`src/rtl/ov7670_dvp_capture_if.sv`:
```
// Camera-side DVP bus, capture control and pixel-stream outputs of the OV7670 front-end.
// master drives the camera pins and control inputs; slave is the capture block.
interface ov7670_dvp_capture_if;
    logic        cam_vsync;
    logic        cam_href;
    logic [7:0]  cam_data;
    logic        capture_req;
    logic        continuous;
    logic        busy;
    logic        frame_start;
    logic        frame_done;
    logic        frame_err;
    logic        pix_valid;
    logic [15:0] pix_data;
    logic [9:0]  pix_x;
    logic [9:0]  pix_y;
    logic        pix_last;

    modport master (
        output cam_vsync, cam_href, cam_data, capture_req, continuous,
        input  busy, frame_start, frame_done, frame_err,
        input  pix_valid, pix_data, pix_x, pix_y, pix_last
    );

    modport slave (
        input  cam_vsync, cam_href, cam_data, capture_req, continuous,
        output busy, frame_start, frame_done, frame_err,
        output pix_valid, pix_data, pix_x, pix_y, pix_last
    );
endinterface

```
`src/rtl/ov7670_dvp_capture.sv`:
```
// OV7670 DVP capture: registers the camera bus, pairs bytes into 16-bit pixels,
// tracks x/y, crops, and frames single or continuous captures. Runs entirely on pclk.
//
// state     | meaning
// ST_IDLE   | no capture requested
// ST_SYNC   | waiting for vertical blanking so we never start mid-frame
// ST_ARMED  | in blanking, waiting for vsync to fall
// ST_ACTIVE | frame in progress, pixels emitted inside the crop window
// ST_FINISH | vsync rose; report frame_done/frame_err once the last line has closed
module ov7670_dvp_capture #(
    parameter int IMG_WIDTH  = 640,
    parameter int IMG_HEIGHT = 480,
    parameter int CROP_X0    = 0,
    parameter int CROP_Y0    = 0,
    parameter int CROP_W     = 640,
    parameter int CROP_H     = 480
) (
    input logic                 pclk,
    input logic                 system_reset,
    ov7670_dvp_capture_if.slave dvp
);

    typedef enum logic [2:0] {
        ST_IDLE,
        ST_SYNC,
        ST_ARMED,
        ST_ACTIVE,
        ST_FINISH
    } state_t;

    localparam logic [10:0] CX0   = 11'(CROP_X0);
    localparam logic [10:0] CY0   = 11'(CROP_Y0);
    localparam logic [10:0] CW    = 11'(CROP_W);
    localparam logic [10:0] CH    = 11'(CROP_H);
    localparam logic [9:0]  IMG_W = 10'(IMG_WIDTH);
    localparam logic [9:0]  IMG_H = 10'(IMG_HEIGHT);
    localparam logic [9:0]  SAT   = 10'h3FF;

    state_t      state_q, state_d;

    logic        vs_q, hr_q;
    logic [7:0]  d_q;
    logic        vs_p_q, hr_p_q;

    logic        phase_q, phase_d;
    logic [7:0]  hi_q, hi_d;
    logic [9:0]  x_q, x_d;
    logic [9:0]  y_q, y_d;
    logic        err_q, err_d;

    logic        frame_start_q, frame_start_d;
    logic        frame_done_q, frame_done_d;
    logic        frame_err_q, frame_err_d;
    logic        pix_valid_q, pix_valid_d;
    logic [15:0] pix_data_q, pix_data_d;
    logic [9:0]  pix_x_q, pix_x_d;
    logic [9:0]  pix_y_q, pix_y_d;
    logic        pix_last_q, pix_last_d;

    logic        vs_rise, vs_fall, hr_fall, pix_form, in_crop;
    logic [10:0] rel_x, rel_y;

    always_ff @(posedge pclk or posedge system_reset) begin
        if (system_reset) begin
            vs_q   <= 1'b0;
            hr_q   <= 1'b0;
            d_q    <= 8'd0;
            vs_p_q <= 1'b0;
            hr_p_q <= 1'b0;
        end else begin
            vs_q   <= dvp.cam_vsync;
            hr_q   <= dvp.cam_href;
            d_q    <= dvp.cam_data;
            vs_p_q <= vs_q;
            hr_p_q <= hr_q;
        end
    end

    assign vs_rise  = vs_q & ~vs_p_q;
    assign vs_fall  = ~vs_q & vs_p_q;
    assign hr_fall  = ~hr_q & hr_p_q;
    assign pix_form = hr_q & phase_q;

    // Columns/lines left of or above the window wrap to large values and fail the compare.
    assign rel_x   = {1'b0, x_q} - CX0;
    assign rel_y   = {1'b0, y_q} - CY0;
    assign in_crop = (rel_x < CW) && (rel_y < CH);

    always_comb begin
        state_d       = state_q;
        phase_d       = 1'b0;
        hi_d          = hi_q;
        x_d           = x_q;
        y_d           = y_q;
        err_d         = err_q;
        frame_start_d = 1'b0;
        frame_done_d  = 1'b0;
        frame_err_d   = frame_err_q;
        pix_valid_d   = 1'b0;
        pix_data_d    = pix_data_q;
        pix_x_d       = pix_x_q;
        pix_y_d       = pix_y_q;
        pix_last_d    = 1'b0;

        if (hr_q) begin
            phase_d = ~phase_q;
            if (!phase_q) begin
                hi_d = d_q;
            end
        end

        if (pix_form && (x_q != SAT)) begin
            x_d = x_q + 10'd1;
        end

        // A set phase at line end means an odd byte count; the stray byte is discarded.
        if (hr_fall) begin
            x_d = '0;
            if ((x_q != '0) && (y_q != SAT)) begin
                y_d = y_q + 10'd1;
            end
            if (phase_q || (x_q != IMG_W)) begin
                err_d = 1'b1;
            end
        end

        case (state_q)
            ST_IDLE: begin
                if (dvp.capture_req || dvp.continuous) begin
                    state_d = ST_SYNC;
                end
            end
            ST_SYNC: begin
                if (vs_q) begin
                    state_d = ST_ARMED;
                end
            end
            ST_ARMED: begin
                if (vs_fall) begin
                    state_d       = ST_ACTIVE;
                    frame_start_d = 1'b1;
                    frame_err_d   = 1'b0;
                    x_d           = '0;
                    y_d           = '0;
                    err_d         = 1'b0;
                end
            end
            ST_ACTIVE: begin
                if (pix_form && in_crop) begin
                    pix_valid_d = 1'b1;
                    pix_data_d  = {hi_q, d_q};
                    pix_x_d     = rel_x[9:0];
                    pix_y_d     = rel_y[9:0];
                    pix_last_d  = (rel_x == CW - 11'd1) && (rel_y == CH - 11'd1);
                end
                if (vs_rise) begin
                    state_d = ST_FINISH;
                end
            end
            ST_FINISH: begin
                // Next-cycle counters so a line closing this cycle is still judged.
                frame_done_d = 1'b1;
                frame_err_d  = err_d | (y_d != IMG_H);
                state_d      = dvp.continuous ? ST_ARMED : ST_IDLE;
            end
            default: begin
                state_d = ST_IDLE;
            end
        endcase
    end

    always_ff @(posedge pclk or posedge system_reset) begin
        if (system_reset) begin
            state_q       <= ST_IDLE;
            phase_q       <= 1'b0;
            hi_q          <= 8'd0;
            x_q           <= 10'd0;
            y_q           <= 10'd0;
            err_q         <= 1'b0;
            frame_start_q <= 1'b0;
            frame_done_q  <= 1'b0;
            frame_err_q   <= 1'b0;
            pix_valid_q   <= 1'b0;
            pix_data_q    <= 16'd0;
            pix_x_q       <= 10'd0;
            pix_y_q       <= 10'd0;
            pix_last_q    <= 1'b0;
        end else begin
            state_q       <= state_d;
            phase_q       <= phase_d;
            hi_q          <= hi_d;
            x_q           <= x_d;
            y_q           <= y_d;
            err_q         <= err_d;
            frame_start_q <= frame_start_d;
            frame_done_q  <= frame_done_d;
            frame_err_q   <= frame_err_d;
            pix_valid_q   <= pix_valid_d;
            pix_data_q    <= pix_data_d;
            pix_x_q       <= pix_x_d;
            pix_y_q       <= pix_y_d;
            pix_last_q    <= pix_last_d;
        end
    end

    assign dvp.busy        = (state_q != ST_IDLE);
    assign dvp.frame_start = frame_start_q;
    assign dvp.frame_done  = frame_done_q;
    assign dvp.frame_err   = frame_err_q;
    assign dvp.pix_valid   = pix_valid_q;
    assign dvp.pix_data    = pix_data_q;
    assign dvp.pix_x       = pix_x_q;
    assign dvp.pix_y       = pix_y_q;
    assign dvp.pix_last    = pix_last_q;

endmodule

```
`src/flat_wrapper.sv`:
```
// flat-port wrapper written by rule: the top's interface ports become plain ports
module ov7670_dvp_capture_flat 
#(
    parameter int IMG_WIDTH  = 640,
    parameter int IMG_HEIGHT = 480,
    parameter int CROP_X0    = 0,
    parameter int CROP_Y0    = 0,
    parameter int CROP_W     = 640,
    parameter int CROP_H     = 480
)
  (pclk, system_reset, dvp_cam_vsync, dvp_cam_href, dvp_cam_data, dvp_capture_req, dvp_continuous, dvp_busy, dvp_frame_start, dvp_frame_done, dvp_frame_err, dvp_pix_valid, dvp_pix_data, dvp_pix_x, dvp_pix_y, dvp_pix_last);
  ov7670_dvp_capture_if dvp_i ();
  input logic pclk;
  input logic system_reset;
  input wire logic [$bits(dvp_i.cam_vsync)-1:0] dvp_cam_vsync;
  input wire logic [$bits(dvp_i.cam_href)-1:0] dvp_cam_href;
  input wire logic [$bits(dvp_i.cam_data)-1:0] dvp_cam_data;
  input wire logic [$bits(dvp_i.capture_req)-1:0] dvp_capture_req;
  input wire logic [$bits(dvp_i.continuous)-1:0] dvp_continuous;
  output wire logic [$bits(dvp_i.busy)-1:0] dvp_busy;
  output wire logic [$bits(dvp_i.frame_start)-1:0] dvp_frame_start;
  output wire logic [$bits(dvp_i.frame_done)-1:0] dvp_frame_done;
  output wire logic [$bits(dvp_i.frame_err)-1:0] dvp_frame_err;
  output wire logic [$bits(dvp_i.pix_valid)-1:0] dvp_pix_valid;
  output wire logic [$bits(dvp_i.pix_data)-1:0] dvp_pix_data;
  output wire logic [$bits(dvp_i.pix_x)-1:0] dvp_pix_x;
  output wire logic [$bits(dvp_i.pix_y)-1:0] dvp_pix_y;
  output wire logic [$bits(dvp_i.pix_last)-1:0] dvp_pix_last;
  assign dvp_i.cam_vsync = dvp_cam_vsync;
  assign dvp_i.cam_href = dvp_cam_href;
  assign dvp_i.cam_data = dvp_cam_data;
  assign dvp_i.capture_req = dvp_capture_req;
  assign dvp_i.continuous = dvp_continuous;
  assign dvp_busy = dvp_i.busy;
  assign dvp_frame_start = dvp_i.frame_start;
  assign dvp_frame_done = dvp_i.frame_done;
  assign dvp_frame_err = dvp_i.frame_err;
  assign dvp_pix_valid = dvp_i.pix_valid;
  assign dvp_pix_data = dvp_i.pix_data;
  assign dvp_pix_x = dvp_i.pix_x;
  assign dvp_pix_y = dvp_i.pix_y;
  assign dvp_pix_last = dvp_i.pix_last;
  ov7670_dvp_capture #(.IMG_WIDTH(IMG_WIDTH), .IMG_HEIGHT(IMG_HEIGHT), .CROP_X0(CROP_X0), .CROP_Y0(CROP_Y0), .CROP_W(CROP_W), .CROP_H(CROP_H)) u_core (.pclk(pclk), .system_reset(system_reset), .dvp(dvp_i));
endmodule
```
`config.mk`:
```
export PLATFORM = sky130hd
export DESIGN_NAME = ov7670_dvp_capture_flat
export DESIGN_NICKNAME = d
export VERILOG_FILES = /design/src/rtl/ov7670_dvp_capture_if.sv /design/src/rtl/ov7670_dvp_capture.sv /design/src/flat_wrapper.sv
export SDC_FILE = /design/constraint.sdc
export NUM_CORES = 1
export LEC_CHECK = 0
export CAP_MARGIN = 20
export CORE_ASPECT_RATIO = 0.9
export CORE_MARGIN = 2
export CORE_UTILIZATION = 58
export DETAILED_ROUTE_END_ITERATION = 7
export GPL_TIMING_DRIVEN = 0
export PLACE_DENSITY = 0.88
export SYNTH_ARGS = -nofsm -noshare
export SYNTH_HDL_FRONTEND = slang
export SYNTH_SLANG_ARGS = --single-unit
```
`constraint.sdc`:
```
create_clock -name pclk -period 9.85 [get_ports pclk]
set_input_delay 2.955 -clock pclk [delete_from_list [all_inputs] [get_ports pclk]]
set_output_delay 2.955 -clock pclk [all_outputs]
set_load 0.01 [all_outputs]
```
Word-level counts from Yosys, hierarchy flattened
Cells that the tools add are included.
{"block": "word_totals", "reg_bits": 86, "latch_bits": 0, "mem_bits_rw": 0, "rom_bits": 0, "in_bits": 14, "out_inout_bits": 42, "wordCells": 89, "memories": 0}
{"block": "classes", "addsub": 2, "n_mul": 0, "n_div": 0, "order_cmp": 2, "n_eq_ne": 14, "shifts": 0, "muxes": 28, "n_bitwise": 9, "n_reduce_logical": 15}
{"cell": "10-bit 2-to-1 mux", "count": 8}
{"cell": "10-bit != test, second input constant", "count": 3}
{"cell": "10-bit by 1-bit adder with 10-bit output, second input constant", "count": 2}
{"cell": "3-bit one-hot mux with 5 select lines", "count": 1}
{"cell": "1-bit 2-to-1 mux", "count": 13}
{"cell": "3-bit 2-to-1 mux", "count": 4}
{"cell": "10-bit == test, second input constant", "count": 1}
{"cell": "10-bit by 9-bit == test with 1-bit output, second input constant", "count": 1}
{"cell": "10-bit less-than comparator, second input constant", "count": 1}
{"cell": "10-bit by 9-bit less-than comparator with 1-bit output, second input constant", "count": 1}
{"cell": "10-bit by 9-bit != test with 1-bit output, second input constant", "count": 1}
{"cell": "10-bit nonzero test", "count": 1}
{"cell": "2-bit by 1-bit != test with 1-bit output, second input constant", "count": 4}
{"cell": "3-bit by 2-bit == test with 1-bit output, second input constant", "count": 2}
{"cell": "2-bit AND reduction", "count": 3}
{"cell": "1-bit logical AND", "count": 5}
{"cell": "1-bit bitwise AND", "count": 4}
{"cell": "1-bit inverter", "count": 4}
{"cell": "4-bit AND reduction", "count": 1}
{"cell": "3-bit by 1-bit == test with 1-bit output, second input constant", "count": 1}
{"cell": "3-bit == test, second input constant", "count": 1}
{"cell": "3-bit logical NOT", "count": 1}
{"cell": "3-bit nonzero test", "count": 1}
{"cell": "1-bit logical OR", "count": 2}
{"cell": "other kinds (4)", "count": 4}

Depth between registers and ports, before layout
Gate-level depths: netlist of run 1.
{"block": "depth", "word_depth": 7, "ltp_mapped": 8, "ltp_nobuf": 7}

Worst setup path before layout of run 1
No wires, ideal clock.
{"block": "synth_path", "kind": "register to output", "from": "reg u_core.state_q[0]", "to": "out dvp_busy", "arrival_time_ps": 891, "t_required_ps": 6895, "path_slack_ps": 6004, "path_stages_with_launch": 3, "path_buffers": 1, "path_cell_list": "dfrtp_1 clkbuf_1 or3_1"}
{"block": "synth_via", "elab_chain_cells": 1}
{"element": "start, declared", "line": "ov7670_dvp_capture.sv:39", "text": "state_t state_q, state_d;"}
{"element": "start signal, assigned", "line": "ov7670_dvp_capture.sv:189", "text": "state_q <= state_d;"}
{"element": "3-bit nonzero test", "line": "ov7670_dvp_capture.sv:206", "text": "assign dvp.busy = (state_q != ST_IDLE);"}
{"element": "end, declared", "line": "flat_wrapper.sv:20", "text": "output wire logic [$bits(dvp_i.busy)-1:0] dvp_busy;"}
Every way passes these cells.

Final worst setup path of run 1
Same ends and word-level chain as after synthesis.

==> impl_metrics.toml, run 1 <==
[setup_path]
worst-r2r-cell-count = 7
worstSetupStartpoint = "u_core.state_q[0]$_DFFE_PP0P_"
timing.reg2reg.setup_slack_ns = 7.42
worst_path_maximum_fanout = 8
worst_setup_path_endpoint = "dvp_busy"
r2r_end = "u_core.dvp.frame_err$_DFFE_PP0P_"
cp_data_arrival_time_ns = 1.76
criticalPathCategory = "reg -> out"
start_kind = "flop"
worst_ep_required_time_ns = 6.90
crit-reg2reg-launch = "u_core.y_q[0]$_DFF_PP0_"
worstSetupEndpointType = "primary output"

[clock_network]
maximum_root_to_sink_buffer_count = 2
root_buffer = "clkbuf_8"
cts.sink_count = 86
clk_latency_ns = 0.36
cts_buffers = 9
cts-hold-fix-buffers = 0
postCtsSetupRepairBufs = 0
worst_setup_hold_path_clk_slew_ns = 0.09
cts_tree = "built"
cells_resized_by_post_cts_repair = 0
cts.htree.levels = 3

[power_and_ir_drop]
p_comb_share_pct = 25.7
switch_pwr_uw = 285
power_frac_clock_pct = 28.2
p_leak_nw = 2.04
power.switching_fraction_pct = 28.8
power.density_mw_per_mm2 = 214
power_frac_seq_pct = 46.0
totalPowerFinal_uw = 989
power.ir.vdd_worst_mv = 0.184
internal-power_uw = 705

[synthesis]
synth_cells = 317
synth_top_cell_area_share_pct = 58.1
largest_cells_by_area_after_synthesis = "dfrtp_1, mux2_2, xor2_1"
syn_avg_cell_area_sq_um = 11.7
flip_flop_and_latch_count_after_synthesis = 86
post_synth_instance_area_sq_mm = 0.00370
mappedNetlistNets = 334
ys_dominant_reg_cell = "dfrtp_1"
yosys.cell_types.count = 46
ys_async_sr_fraction_pct = 100
yosysSeqAreaShare_pct = 58.1
yosys.area.top_type = "dfrtp_1"
synth_edf_count = 0
yosysWarningCount = 0

[detailed_routing]
antenna_violating_nets_post_route = 0
postRouteWirelength_um = 7460
route.detailed.drc = 0
num_vias = 2634
route.detailed.vias_per_inst = 5.53
drt-initial-drc-count = 177
drt_pass1_iterations = 5
avgRoutedWirePerCell_um = 15.7

[sta]
number_of_pins_exceeding_their_max_slew_limit_in_the_final_report = 0
slew_headroom_pct = 40.9
grt_setup_unrepaired = "no"
finalSetupTns_ns = 0
fmaxAchievable_mhz = 212
final_hold_viol_count = 0
timing_worst_slew_pin_value_ns = 0.879
setup_viol_count_final = 0
finClkSkew_ns = 0.00584
final.period_utilization_pct = 47.8
post-route-min-period_ns = 4.71

[die]
initial_core_util_pct = 60.3
design.core.area_sq_mm = 0.00615
io-pin-count = 56
die_area_sq_mm = 0.00704
fp.dieW_um = 88.2
die-height_um = 79.8
rows = 27

[outcome]
run_status = "finished, final reports clean"

[placement]
gp_routability_congestion = 0.898
placedInstanceArea_sq_mm = 0.00439
place_hpwl_um = 5050
io_buffer_count = 55
place.detailed.instances = 460

[worst_hold_path]
whs_path_depth = 0
min_path_type = "reg -> reg"

[global_route]
grt_max_degree = 56
via_count_of_the_first_global_routing_pass = 2642
grt_first_pass_wirelength_um = 12900
globalRouteOverflowTotal = 0
global_route.usage.total_pct = 23.8
number_of_antenna_violations_at_the_first_check_in_global_routing = 0

[run]
maxCapViolations = 0

[finish]
num_antenna_cells = 0
nets = 401
final-instance-count-excl-fill = 476
drive_above_1_share_pct = 15.9
stdcell_area_sq_mm = 0.00462
area.growth.synth_to_final_pct = 24.8
final_util_pct = 75.2
final cells by class:
cell class / count / area, sq um
Fill cell: 426 / 1530
Clock inverter: 7 / 104
Timing Repair Buffer: 56 / 578
Sequential cell: 86 / 2150
Inverter: 9 / 36.3
Tap cell: 87 / 109
Clock buffer: 9 / 124
Buffer: 20 / 80.1
Multi-Input combinational cell: 202 / 1440
state kept, by name (all words and copies together), names as in the netlist, 3 cells and up:
register	flops
u_core.state_q	3
u_core.dvp.pix_y	10
u_core.dvp.pix_data	16
u_core.d_q	8
u_core.hi_q	8
u_core.y_q	10
u_core.dvp.pix_x	10
u_core.x_q	10
stage by stage:
stage / hold WS [ns] / setup slack, ns
after floorplan: 0.412 / 4.67
after global placement: 0.444 / 3.46
after detailed placement: 0.447 / 5.53
after CTS: 0.475 / 5.12
after global routing: 0.500 / 5.04
final: 0.473 / 5.14
worst min path at each step:
stage	start	to	slack [ns]
2_1_floorplan	u_core.hr_q$_DFF_PP0_	u_core.hr_p_q$_DFF_PP0_	0.41
3_3_place_gp	u_core.hr_q$_DFF_PP0_	u_core.hr_p_q$_DFF_PP0_	0.44
3_5_place_dp	u_core.hr_q$_DFF_PP0_	u_core.hr_p_q$_DFF_PP0_	0.45
4_1_cts	u_core.hr_q$_DFF_PP0_	u_core.hr_p_q$_DFF_PP0_	0.47
5_1_grt	u_core.hr_q$_DFF_PP0_	u_core.hr_p_q$_DFF_PP0_	0.50
6_report	u_core.hr_q$_DFF_PP0_	u_core.hr_p_q$_DFF_PP0_	0.47
power by group through the flow:
| stage | clock network, mW | registers [mW] | logic, mW |
|---|---|---|---|
| 2_1_floorplan | 0 | 0.474 | 0.113 |
| 3_3_place_gp | 0 | 0.459 | 0.249 |
| 3_5_place_dp | 0 | 0.461 | 0.255 |
| 4_1_cts | 0.285 | 0.455 | 0.258 |
| 5_1_grt | 0.300 | 0.462 | 0.280 |
| 6_report | 0.279 | 0.455 | 0.255 |
cell usage in the layout, fill, tap and decap left out, types with 4 or more instances in the layout:
cell	n
a21oi_1	6
and3_1	6
clkbuf_1	15
clkbuf_8	9
clkdlybuf4s50_1	55
dfrtp_1	86
inv_1	8
mux2_2	40
nand2_1	25
nand2b_1	4
nand3_1	11
nand4_1	12
nor2_1	25
nor4_1	5
o21ai_0	7
xnor2_1	4
xor2_1	14
synth_stat cells, types with 2 or more instances:
cell	n
nand4_1	12
nand2_1	25
a41oi_1	2
nor2b_1	2
nand2b_1	4
inv_1	9
and4_1	2
nand3_1	11
dfrtp_1	86
o2bb2ai_1	2
nor4_1	5
and2_1	3
nor2_1	25
and3_1	6
a31oi_1	3
or3_1	2
mux2_2	40
a21oi_1	6
ha_1	3
o21ai_0	7
o31ai_1	2
nor3_1	2
xnor2_1	4
or4_1	3
clkbuf_1	15
xor2_1	14
buf_1	3
worst max-delay path, cell delays in order (launching register included):
cell and delay [ns]:
dfrtp_1 0.37, clkbuf_1 0.18, or3_1 0.37, clkdlybuf4s50_1 0.48
routing by layer:
metal / vias up / wire length, um / GRT usage, %
met5: - / 0 / 0
met4: 0 / 106 / 6.21
met3: 14 / 592 / 9.41
met2: 89 / 3500 / 36.1
met1: 1284 / 3260 / 32.1
li1: 1247 / - / -
logic make-up (layout without fill, tap and decap cells):
| family | after synthesis | in the layout | synth area share (%) |
|---|---|---|---|
| xor+xnor | 18 | 18 | 4.26 |
| mux | 41 | 41 | 12.4 |
| compound gates | 28 | 28 | 5.03 |
| buf+inv | 29 | 101 | 3.07 |
| simple gates | 112 | 112 | 16.1 |
| flops | 86 | 86 | 58.1 |
| fa+ha+maj | 3 | 3 | 1.01 |
Power figures use the tool's default switching activity.
==> inputs of run 2 (changes only) <==
- CORE_UTILIZATION: 58 -> 54
- PLACE_DENSITY: 0.88 -> 0.83
- clock period: 9.85 -> 4.65 ns (I/O delays scaled with it)
==> run 2 against run 1 <==
Critical path depth unchanged; hold slack worse by 0.010 ns; cell count up 0.63%; core utilization decreased by 5.9 points; sequential share of layout area grew 0.36 points; combinational power is 110% higher; sequential cell count did not move; first-iteration DRC count grew 6.2%.
==> impl_metrics.toml, run 2 (synthesis results as in run 1) <==
[power_and_ir_drop]
power_frac_seq_pct = 48.2
power.density_mw_per_mm2 = 437
power.ir.vdd_worst_mv = 0.351
power.switching_fraction_pct = 30.7
power_frac_clock_pct = 24.9
internal-power_mw = 1.39
p_comb_share_pct = 26.9
switch_pwr_uw = 615
p_leak_nw = 2.03

[worst_hold_path]
min_path_type = "reg -> reg"
whs_path_depth = 0

[placement]
io_buffer_count = 55
gp_routability_congestion = 0.870
worst_slack_at_placement_ns = 1.89
place.detailed.instances = 463
place_hpwl_um = 5150

[finish]
nets = 401
final-instance-count-excl-fill = 479
largest_register_ff_count = 16
most_common_library_cell_in_the_layout_ignoring_fill_and_taps = "dfrtp_1"
layout.cells.most_common_list = "dfrtp_1, clkdlybuf4s50_1, mux2_2, nand2_1, nor2_1"
drive_above_1_share_pct = 15.9
num_antenna_cells = 0
area.growth.synth_to_final_pct = 23.8

[setup_path]
timing.critical_path.slowest_cell_delay_ns = 0.48
criticalPathCategory = "reg -> out"
worst_ep_required_time_ns = 3.25
critical_path.slowest_cell = "clkdlybuf4s50_1"
worst-r2r-cell-count = 7
worst_path_maximum_fanout = 8
worstSetupEndpointType = "primary output"
timing.reg2reg.setup_slack_ns = 2.21
crit_chain = "clkbuf_1 > or3_1 > clkdlybuf4s50_1"
start_kind = "flop"
cp_data_arrival_time_ns = 1.75

[sta]
setup_viol_count_final = 0
finClkSkew_ns = 0.00875
final_hold_viol_count = 0
final.setup.worst_slack_ns = 1.50
timing_worst_slew_pin_value_ns = 0.966
number_of_pins_exceeding_their_max_slew_limit_in_the_final_report = 0
post-route-min-period_ns = 3.15
fmaxAchievable_mhz = 318
slew_headroom_pct = 35.0
final.period_utilization_pct = 67.7
grt_setup_unrepaired = "no"

[clock_network]
cells_resized_by_post_cts_repair = 0
cts.htree.levels = 3
cts_buffers = 9
worst_setup_hold_path_clk_slew_ns = 0.09
cts-hold-fix-buffers = 0
maximum_root_to_sink_buffer_count = 2
clk_latency_ns = 0.36
cts.sink_count = 86
cts_tree = "built"
root_buffer = "clkbuf_8"
postCtsSetupRepairBufs = 0

[outcome]
run_status = "finished, final reports clean"

[global_route]
global_route.usage.total_pct = 21.3
number_of_antenna_violations_at_the_first_check_in_global_routing = 0
grt_max_degree = 63
globalRouteOverflowTotal = 0
via_count_of_the_first_global_routing_pass = 2566
grt_first_pass_wirelength_um = 12400

[die]
die_area_sq_mm = 0.00754
design.core.area_sq_mm = 0.00662
fp.dieW_um = 91.3
rows = 28
initial_core_util_pct = 56.0
die-height_um = 82.6
io-pin-count = 56

[detailed_routing]
antenna_violating_nets_post_route = 0
route.detailed.drc = 0
route.detailed.vias_per_inst = 5.47
avgRoutedWirePerCell_um = 15.6
num_vias = 2621
drt_pass1_iterations = 4
drt-initial-drc-count = 188
postRouteWirelength_um = 7470

[run]
maxCapViolations = 0
run 2: cell types whose count changed in the layout (fill, tap and decap cells not counted):
cell	change
clkinvlp_4	-1
clkinv_4	+2
inv_8	+1
bufinv_16	-2
run 2: worst paths after layout:
| path | start | endpoint |
|---|---|---|
| max | u_core.state_q[0]$_DFFE_PP0P_ | dvp_busy |
| min | u_core.hr_q$_DFF_PP0_ | u_core.hr_p_q$_DFF_PP0_ |
| max reg2reg | u_core.y_q[0]$_DFF_PP0_ | u_core.dvp.frame_err$_DFFE_PP0P_ |
| min reg2reg | u_core.hr_q$_DFF_PP0_ | u_core.hr_p_q$_DFF_PP0_ |
| max in group asynchronous | system_reset | u_core.dvp.pix_y[1]$_DFFE_PP0P_ |
| min in group asynchronous | system_reset | u_core.hi_q[1]$_DFFE_PP0P_ |
run 2: worst max-delay path, delay by kind of cell (launching register included):
family / cells / cell delay [ns]
simple gates: 1 / 0.38
buf+inv: 2 / 0.65
flops: 1 / 0.37
run 2: power by group through the flow:
stage / clock, mW / combinational (mW) / sequential, mW
after detailed placement: 0 / 0.544 / 0.978
after floorplan: 0 / 0.239 / 1.00
after global placement: 0 / 0.526 / 0.974
after CTS: 0.512 / 0.547 / 0.967
after global routing: 0.545 / 0.591 / 0.982
final: 0.499 / 0.540 / 0.966
run 2: layout make-up:
cell class / instances / area [sq um]
buffer: 20 / 80.1
tap: 90 / 113
multi-input combinational: 202 / 1440
inverter: 9 / 36.3
clock buffer: 9 / 124
sequential: 86 / 2150
timing repair buffer: 56 / 578
clock inverter: 7 / 65.1
fill: 475 / 2030
run 2: per-layer routing:
metal	vias up	part of all wire (%)	GRT usage [%]
met2	87	48	33.9
li1	1247	-	-
met1	1280	44	28.1
met5	-	0	0
met3	7	7.5	8.26
met4	0	0.74	5.00
run 2: metrics by stage:
step | setup TNS (ns) | hold WS, ns | power, mW | area [sq um] | utilization (%)
global route | 0 | 0.493 | 2.12 | 4590 | 69.3
CTS | 0 | 0.467 | 2.03 | 4590 | 69.3
global placement | -16.20 | 0.441 | 1.50 | 4370 | 66.0
finish | 0 | 0.463 | 2.00 | 4590 | 69.3
floorplan | 0 | 0.412 | 1.24 | 3700 | -
detailed placement | 0 | 0.449 | 1.52 | 4400 | 66.4
==> inputs of run 3 (changes only) <==
- clock period: 4.65 -> 3.1 ns (I/O delays scaled with it)
==> run 3 against run 2 <==
Core utilization increased by 0.19 points; clock skew increased by 0.0085 ns; critical path depth unchanged; hold slack improved by 0.0036 ns; highest routed layer unchanged.
==> impl_metrics.toml, run 3 (synthesis results as in run 1) <==
[die]
design.core.area_sq_mm = 0.00662
die-height_um = 82.6
initial_core_util_pct = 56.0
rows = 28
fp.dieW_um = 91.3
die_area_sq_mm = 0.00754
io-pin-count = 56

[sta]
number_of_pins_exceeding_their_max_slew_limit_in_the_final_report = 0
slew_headroom_pct = 52.5
final_hold_viol_count = 0
post-route-min-period_ns = 2.65
finalSetupTns_ns = 0
setup_viol_count_final = 0
finClkSkew_ns = 0.0173
grt_setup_unrepaired = "no"
timing_worst_slew_pin_value_ns = 0.706
fmaxAchievable_mhz = 377
final.period_utilization_pct = 85.6

[finish]
final_util_pct = 69.5
most_common_library_cell_in_the_layout_ignoring_fill_and_taps = "dfrtp_1"
nets = 402
drive_above_1_share_pct = 16.2
area.growth.synth_to_final_pct = 24.1
num_antenna_cells = 0
largest_register_ff_count = 16
layout.cells.most_common_list = "dfrtp_1, clkdlybuf4s50_1, mux2_2, nand2_1, nor2_1"

[setup_path]
criticalPathCategory = "reg -> out"
worstSetupEndpointType = "primary output"
critical_path.slowest_cell = "clkdlybuf4s50_1"
timing.critical_path.slowest_cell_delay_ns = 0.48
worst_ep_required_time_ns = 2.17
worst_path_maximum_fanout = 8
crit_chain = "clkbuf_1 > or3_1 > clkdlybuf4s50_1"
start_kind = "flop"
cp_data_arrival_time_ns = 1.72

[global_route]
grt_max_degree = 34
grt_first_pass_wirelength_um = 12500
number_of_antenna_violations_at_the_first_check_in_global_routing = 0
via_count_of_the_first_global_routing_pass = 2568
globalRouteOverflowTotal = 0
global_route.usage.total_pct = 21.6

[placement]
place_hpwl_um = 5150
io_buffer_count = 55
gp_routability_congestion = 0.889

[detailed_routing]
avgRoutedWirePerCell_um = 15.3
route.detailed.drc = 0
drt_pass1_iterations = 4
num_vias = 2621
postRouteWirelength_um = 7340
antenna_violating_nets_post_route = 0
route.detailed.vias_per_inst = 5.46
drt-initial-drc-count = 207

[clock_network]
cells_resized_by_post_cts_repair = 0
cts-hold-fix-buffers = 0
cts.htree.levels = 3
cts_tree = "built"
cts_buffers = 9
postCtsSetupRepairBufs = 0
clk_latency_ns = 0.37
worst_setup_hold_path_clk_slew_ns = 0.09
root_buffer = "clkbuf_8"
cts.sink_count = 86
maximum_root_to_sink_buffer_count = 2

[worst_hold_path]
min_path_type = "reg -> reg"

[run]
maxCapViolations = 0

[outcome]
run_status = "finished, final reports clean"

[power_and_ir_drop]
power.ir.vdd_worst_mv = 0.588
power.density_mw_per_mm2 = 654
p_leak_nw = 2.03
[run 3: cell count changes in the layout (fill, tap and decap cells not counted)]
cell / delta
buf_12: +2
buf_16: -1
clkbuf_8: +1
clkinv_2: +1
clkinv_4: -1
clkinvlp_4: +1
inv_4: -1
inv_8: -1
[run 3: critical path, delay by kind of cell (launching register included)]
kind / cells / cell delay, ns
simple gates: 1 / 0.36
buf+inv: 2 / 0.65
flops: 1 / 0.36
[run 3: report_power, final]
part	leakage [nW]	switching, mW	total, mW	internal [mW]
Clock	0.0952	0.426	0.750	0.324
Sequential	1.11	0.126	1.44	1.32
Combinational	0.826	0.355	0.813	0.458
[run 3: worst paths after layout]
check	cells past startpoint	to	slack (ns)	from
hold / removal	0	u_core.hr_p_q$_DFF_PP0_	0.47	u_core.hr_q$_DFF_PP0_
max in group asynchronous	4	u_core.state_q[0]$_DFFE_PP0P_	1.39	system_reset
setup / recovery	3	dvp_busy	0.45	u_core.state_q[0]$_DFFE_PP0P_
hold reg to reg	0	u_core.hr_p_q$_DFF_PP0_	0.47	u_core.hr_q$_DFF_PP0_
setup reg to reg	7	u_core.dvp.frame_err$_DFFE_PP0P_	0.69	u_core.y_q[0]$_DFF_PP0_
min in group asynchronous	2	u_core.d_q[7]$_DFF_PP0_	0.95	system_reset
[run 3: layout make-up]
| cell class | count | area (sq um) |
|---|---|---|
| sequential | 86 | 2150 |
| fill | 476 | 2020 |
| multi-input combinational | 202 | 1440 |
| buffer | 20 | 80.1 |
| tap | 90 | 113 |
| inverter | 9 | 37.5 |
| clock buffer | 10 | 138 |
| timing repair buffer | 57 | 591 |
| clock inverter | 6 | 50.0 |
[run 3: layer usage]
layer	wire length, um	share of wire (%)	up-vias	track usage [%]
met4	97	1.3	0	7.73
met2	3380	46	91	33.4
met5	0	0	-	0
met1	3270	45	1266	28.4
met3	596	8.1	12	7.89
li1	-	-	1252	-
[run 3: per-stage QoR]
stage | power (mW) | hold WS, ns | std cells | setup slack, ns | area, sq um
final | 3.01 | 0.466 | 480 | 0.446 | 4600
after global routing | 3.17 | 0.480 | 480 | 0.367 | 4600
after CTS | 3.04 | 0.468 | 480 | 0.425 | 4600
after detailed placement | 2.28 | 0.446 | 464 | 0.761 | 4410
after global placement | 2.25 | 0.440 | 462 | 0.299 | 4370
after floorplan | 1.86 | 0.412 | 317 | 1.02 | 3710
